==> src/rtl/change_dispenser.sv <==
// Coin payout engine: pays a refund greedily from Rs5/Rs2/Rs1 hoppers with per-hopper inventory.
// Optional feature macro CHANGE_AUDIT_EN adds a running paid_total output.
module change_dispenser #(
  parameter int AMT_W        = 7,
  parameter int CNT_W        = 8,
  parameter int INIT_COUNT   = 20,
  parameter int PULSE_CYCLES = 2,
  parameter int GAP_CYCLES   = 1,
  parameter int LOW_THRESH   = 2
) (
  input  logic             clk,
  input  logic             reset,
  input  logic             refund_valid,
  input  logic [AMT_W-1:0] refund_amt,
  output logic             ready,
  output logic             eject_5,
  output logic             eject_2,
  output logic             eject_1,
  output logic             done,
  output logic [AMT_W-1:0] shortfall,
  input  logic             reload,
  input  logic [1:0]       reload_sel,
  input  logic [CNT_W-1:0] reload_cnt,
  output logic [2:0]       hopper_low
`ifdef CHANGE_AUDIT_EN
  ,
  output logic [15:0]      paid_total
`endif
);

  localparam int TMR_W = 8;

  typedef enum logic [2:0] {
    IDLE   = 3'd0,
    SELECT = 3'd1,
    PULSE  = 3'd2,
    GAP    = 3'd3,
    DONE   = 3'd4
  } state_t;

  state_t           state_q, state_d;
  logic [AMT_W-1:0] rem_q, rem_d;
  logic [2:0]       coin_q, coin_d;       // one-hot {Rs5,Rs2,Rs1}
  logic [TMR_W-1:0] timer_q, timer_d;
  logic [CNT_W-1:0] cnt5_q, cnt5_d, cnt2_q, cnt2_d, cnt1_q, cnt1_d;
  logic [AMT_W-1:0] shortfall_q, shortfall_d;
  logic             ready_q, ready_d;
  logic             done_q, done_d;
  logic [2:0]       eject_q, eject_d;
`ifdef CHANGE_AUDIT_EN
  logic [15:0]      paid_q, paid_d;
`endif

  function automatic logic [CNT_W-1:0] sat_add(input logic [CNT_W-1:0] a, input logic [CNT_W-1:0] b);
    logic [CNT_W:0] sum;
    sum = {1'b0, a} + {1'b0, b};
    if (sum[CNT_W]) begin
      sat_add = {CNT_W{1'b1}};
    end else begin
      sat_add = sum[CNT_W-1:0];
    end
  endfunction

  always_comb begin
    state_d     = state_q;
    rem_d       = rem_q;
    coin_d      = coin_q;
    timer_d     = timer_q;
    cnt5_d      = cnt5_q;
    cnt2_d      = cnt2_q;
    cnt1_d      = cnt1_q;
    shortfall_d = shortfall_q;
`ifdef CHANGE_AUDIT_EN
    paid_d      = paid_q;
`endif

    case (state_q)
      IDLE: begin
        if (refund_valid) begin
          rem_d       = refund_amt;
          shortfall_d = {AMT_W{1'b0}};
          state_d     = SELECT;
        end else begin
          state_d = IDLE;
        end
        // Reload is honoured in IDLE even when an accept happens in the same cycle.
        if (reload) begin
          case (reload_sel)
            2'b00:   cnt1_d = sat_add(cnt1_q, reload_cnt);
            2'b01:   cnt2_d = sat_add(cnt2_q, reload_cnt);
            2'b10:   cnt5_d = sat_add(cnt5_q, reload_cnt);
            default: cnt1_d = cnt1_q;
          endcase
        end else begin
          cnt1_d = cnt1_q;
        end
      end
      SELECT: begin
        timer_d = TMR_W'(PULSE_CYCLES - 1);
        if (rem_q == {AMT_W{1'b0}}) begin
          state_d = DONE;
        end else if (rem_q >= AMT_W'(5) && cnt5_q != {CNT_W{1'b0}}) begin
          rem_d   = rem_q - AMT_W'(5);
          cnt5_d  = cnt5_q - CNT_W'(1);
          coin_d  = 3'b100;
          state_d = PULSE;
`ifdef CHANGE_AUDIT_EN
          paid_d  = paid_q + 16'd5;
`endif
        end else if (rem_q >= AMT_W'(2) && cnt2_q != {CNT_W{1'b0}}) begin
          rem_d   = rem_q - AMT_W'(2);
          cnt2_d  = cnt2_q - CNT_W'(1);
          coin_d  = 3'b010;
          state_d = PULSE;
`ifdef CHANGE_AUDIT_EN
          paid_d  = paid_q + 16'd2;
`endif
        end else if (cnt1_q != {CNT_W{1'b0}}) begin
          rem_d   = rem_q - AMT_W'(1);
          cnt1_d  = cnt1_q - CNT_W'(1);
          coin_d  = 3'b001;
          state_d = PULSE;
`ifdef CHANGE_AUDIT_EN
          paid_d  = paid_q + 16'd1;
`endif
        end else begin
          shortfall_d = rem_q;
          state_d     = DONE;
        end
      end
      PULSE: begin
        if (timer_q == {TMR_W{1'b0}}) begin
          timer_d = TMR_W'(GAP_CYCLES - 1);
          state_d = GAP;
        end else begin
          timer_d = timer_q - TMR_W'(1);
        end
      end
      GAP: begin
        if (timer_q == {TMR_W{1'b0}}) begin
          state_d = SELECT;
        end else begin
          timer_d = timer_q - TMR_W'(1);
        end
      end
      DONE:    state_d = IDLE;
      default: state_d = IDLE;
    endcase

    ready_d = (state_d == IDLE);
    done_d  = (state_d == DONE);
    if (state_d == PULSE) begin
      eject_d = coin_d;
    end else begin
      eject_d = 3'b000;
    end
  end

  always_ff @(posedge clk) begin
    if (reset) begin
      state_q     <= IDLE;
      rem_q       <= {AMT_W{1'b0}};
      coin_q      <= 3'b000;
      timer_q     <= {TMR_W{1'b0}};
      cnt5_q      <= CNT_W'(INIT_COUNT);
      cnt2_q      <= CNT_W'(INIT_COUNT);
      cnt1_q      <= CNT_W'(INIT_COUNT);
      shortfall_q <= {AMT_W{1'b0}};
      ready_q     <= 1'b1;
      done_q      <= 1'b0;
      eject_q     <= 3'b000;
`ifdef CHANGE_AUDIT_EN
      paid_q      <= 16'd0;
`endif
    end else begin
      state_q     <= state_d;
      rem_q       <= rem_d;
      coin_q      <= coin_d;
      timer_q     <= timer_d;
      cnt5_q      <= cnt5_d;
      cnt2_q      <= cnt2_d;
      cnt1_q      <= cnt1_d;
      shortfall_q <= shortfall_d;
      ready_q     <= ready_d;
      done_q      <= done_d;
      eject_q     <= eject_d;
`ifdef CHANGE_AUDIT_EN
      paid_q      <= paid_d;
`endif
    end
  end

  assign ready     = ready_q;
  assign done      = done_q;
  assign shortfall = shortfall_q;
  assign eject_5   = eject_q[2];
  assign eject_2   = eject_q[1];
  assign eject_1   = eject_q[0];
  assign hopper_low = {cnt5_q <= CNT_W'(LOW_THRESH),
                       cnt2_q <= CNT_W'(LOW_THRESH),
                       cnt1_q <= CNT_W'(LOW_THRESH)};
`ifdef CHANGE_AUDIT_EN
  assign paid_total = paid_q;
`endif

endmodule

==> config.mk <==
export PLATFORM = sky130hd
export DESIGN_NAME = change_dispenser
export DESIGN_NICKNAME = d
export VERILOG_FILES = /design/src/rtl/change_dispenser.sv
export SDC_FILE = /design/constraint.sdc
export NUM_CORES = 1
export LEC_CHECK = 0
export ABC_AREA = 1
export CAP_MARGIN = 20
export CORE_ASPECT_RATIO = 1.75
export CORE_MARGIN = 10
export CORE_UTILIZATION = 60
export DETAILED_ROUTE_END_ITERATION = 6
export PLACE_DENSITY = 0.83
export SLEW_MARGIN = 20
export SYNTH_ARGS = -nofsm -noshare
export SYNTH_HDL_FRONTEND = slang
export SYNTH_SLANG_ARGS = --single-unit
export TNS_END_PERCENT = 5
==> constraint.sdc <==
create_clock -name clk -period 2.4 [get_ports clk]
set_input_delay 0.48 -clock clk [delete_from_list [all_inputs] [get_ports clk]]
set_output_delay 0.48 -clock clk [all_outputs]
set_load 0.01 [all_outputs]
==> summary.md <==
| Metric | Value |
|---|---|
| CTS H-tree depth | 3 |
| TNS Setup | 0 ns |
| Post-layout util | 75.28% |
| Int Pwr | 0.004074 W |
| Placement-stage worst setup slack | -0.2788 ns |
| Initial core utilization | 61.79% |
| Sequential share of power | 19.7% |
| Die footprint | 12360 µm² |
| Largest net degree at the start of global routing | 35 |
| Vias per inst | 5.900 |
| Vias in the first global route | 5455 |
| Critical Path Start Type | flop |
| Synthesized flop and latch total | 57 |
| Post-Route WL | 14720 µm |
| Final net count | 902 |
| Max Slew Vio Count | 0 |
| Status | finished clean |
| HPWL Detailed | 11210 µm |
| Synth Area in XOR/XNOR | 4.273% |
| Finished Cell Area | 5995 µm² |
| Clock-pin slew on the worst setup and hold paths | 0.05 ns |
| Mapped cell area | 4920 µm² |
| DR WL/cell | 15.76 µm |
| Logic pwr share | 62.7% |
| Via count | 5511 |
| Main combinational cell family by area after synthesis | simple AND/OR/NAND/NOR gates |
| I/O pin cnt | 36 |
| Fraction of layout cells with a size suffix above 1 | 14.93% |
| VDD IR max | 736.0 µV |
| Synth Area in Adders | 11.14% |
| Syn_area_per_cell | 6.473 µm² |
| Max-Cap Viols | 0 |
| Clock latency at the later pin of the worst-skew pair | 0.34 ns |
| Total grt overflow | 0 |
| First DRT Iteration DRCs | 326 |
| DP Cell Count | 918 |
| Clock Tree Buf Depth | 2 |
| ANT cells | 0 |
| Worst min path class | reg -> reg |
| Gr usage total | 24.50% |
| Row Count | 43 |
| Crit Path Max Fanout | 4 |
| Setup crit end kind | output pin |
| Ys flop type | dfxtp_1 |
| Fillers | 643 |
| CP Class | reg -> out |
| Slew headroom | 64.79% |
| CTS Sinks | 57 |
| Static Leak | 2.931 nW |
| Post-synthesis sequential area ratio | 23.19% |
| Fmax | 0.4316 GHz |
| First-pass GRT wire length | 24350 µm |
| Core ar. | 7963 µm² |
| Syn nets | 823 |
| Reg2Reg Setup Slack | 0.21 ns |
| Slew at the pin with the worst max-slew slack | 0.5247 ns |
| Layout area overhead | 21.85% |
| Post-route ant nets | 0 |
| Simple-Gate Fraction of Synth Area | 37.31% |
| RSZ-0062 raised after global routing | false |
| Total power per unit cell area | 1343 nW/µm² |
| Req. time, crit path | 1.92 ns |
| Clock Power Share | 17.6% |
| Setup Skew | 0.004181 ns |
| I/O Buffers | 35 |
| Die width | 88.45 µm |
| Die Y | 139.8 µm |
| Setup-failing EPs final | 0 |
| CTS tree | done |
| Number of CTS-inserted buffers | 9 |
| Synth unique cells | 42 |
| Switch Pwr | 0.003978 W |
| Fin worst setup slack | 0.08315 ns |
| Synth warn | 0 |
| Final worst-path cycle share | 96.54% |
| Root Driver | clkbuf_16 |
| Mux cell area share after synthesis | 0% |
| Antenna violations before repair | 0 |
| Placed cell areas | 5647 µm² |
| Final Hold Vio Count | 0 |
| Gpl congestion | 0.9674 |
| Share of flip-flops with an asynchronous set or reset | 0% |
| EDFF count, synth | 0 |
| Final cell count without fillers | 934 |
| Cells after synthesis | 760 |
| WP data arrival | 1.84 ns |
| Switching share of total power | 49.40% |
| CTS Hold Bufs | 0 |
| Synth Area in Compound Gates | 14.85% |
| DRC errors left | 0 |
| Router iterations before antenna repair | 5 |
| Sequential Area | 1142 µm² |
| Minimum clock period | 2.317 ns |
| Multi-input gate area | 3336 µm² |
## layout by cell type (no fill, tap or decap), types with 8 or more instances in the layout
cell type        Yosys  routed
a21oi_1             63      62
buf_4                1      50
clkbuf_16            0       9
clkdlybuf4s50_1      0      33
dfxtp_1             57      56
ha_1                39      39
inv_1               81      80
inv_2                9      10
nand2_1            195     195
nand2_2              9       9
nand3_1             59      59
nand4_1             19      19
nor2_1              73      73
nor2_2               8       8
o21ai_0             36      36
o21ai_1              9       9
or2_2                9       9
xor2_1              18      18
## area by class of cell
type,count,share of cell area [%]
clock buffers,10,3.987
clock inverters,6,1.524
inverters,91,5.719
multi-input cells,595,55.65
flip-flops and latches,57,19.06
well taps,90,1.879
repair buffers,85,12.19
## worst paths after layout
path | startpoint | endpoint | cells past startpoint
max | cnt5_q[0] | hopper_low[2] | 5
min | shortfall[2] | shortfall[2] | 2
max reg2reg | cnt5_q[1] | cnt5_q[2] | 12
min reg2reg | shortfall[2] | shortfall[2] | 2
## repair_timing
item                                   in CTS  in global routing
endpoints found under the hold margin       0                  0
setup endpoints to repair                   0                 23
setup buffers                               0                  0
resized for setup                           0                  6
## per-stage QoR
step                hold slack (ns)  power (W)
finish                       0.4612   0.008053
global route                 0.4766   0.008754
CTS                          0.4594   0.007964
detailed placement           0.4528   0.006487
global placement             0.4515   0.006305
floorplan                    0.4689   0.005238
## critical path, cell delays in order (launching register included)
cell             delay, ns
dfxtp_1               0.38
inv_1                 0.12
ha_1                  0.22
o21ai_0               0.20
nor2_1                0.09
clkdlybuf4s50_1       0.49
## cell usage after synthesis (all sizes together) (2+ instances only)
library cell / n / area [µm²]
a21boi: 2 / 15.01
a21oi: 67 / 350.3
a31oi: 2 / 12.51
buf: 11 / 88.83
clkbuf: 6 / 22.52
dfxtp: 57 / 1141
fa: 3 / 60.06
ha: 39 / 488.0
inv: 90 / 337.8
nand2: 207 / 822.0
nand3: 66 / 380.4
nand3b: 4 / 42.54
nand4: 19 / 118.9
nor2: 86 / 389.1
nor3: 4 / 20.02
o211ai: 6 / 45.04
o21a: 3 / 22.52
o21ai: 45 / 225.2
o22ai: 2 / 12.51
o31ai: 2 / 15.01
or2: 9 / 56.30
xnor2: 6 / 52.55
xor2: 18 / 157.7
## registers in the layout, summed over array words and instances (netlist names)
| name | cells |
|---|---|
| eject_q | 3 |
| cnt1_q | 8 |
| cnt5_q | 8 |
| state_q | 3 |
| rem_q | 7 |
| timer_q | 8 |
| coin_q | 3 |
| done | 1 |
| ready | 1 |
| shortfall | 7 |
| cnt2_q | 8 |
## power groups by stage
stage	logic (W)	registers, W	clock network (W)
floorplan	0.00379	0.00145	0
global placement	0.00474	0.00157	0
detailed placement	0.00490	0.00158	0
CTS	0.00498	0.00157	0.00142
global route	0.00567	0.00162	0.00146
finish	0.00505	0.00158	0.00142
## routing by layer
layer  routed length, µm  GRT usage, %  part of all wire, %
met1                5024         22.92                   34
met2                7872         43.98                   53
met3                 904         5.786                  6.1
met4                 916         17.71                  6.2
met5                   0             0                    0
## cells by family (layout without fill, tap and decap cells)
logic type | after synthesis | after routing
compound gates | 133 | 133
xor+xnor | 24 | 24
fa+ha+maj | 42 | 42
buf+inv | 108 | 192
flops | 57 | 57
simple gates | 396 | 396
Power figures use the tool's default switching activity.
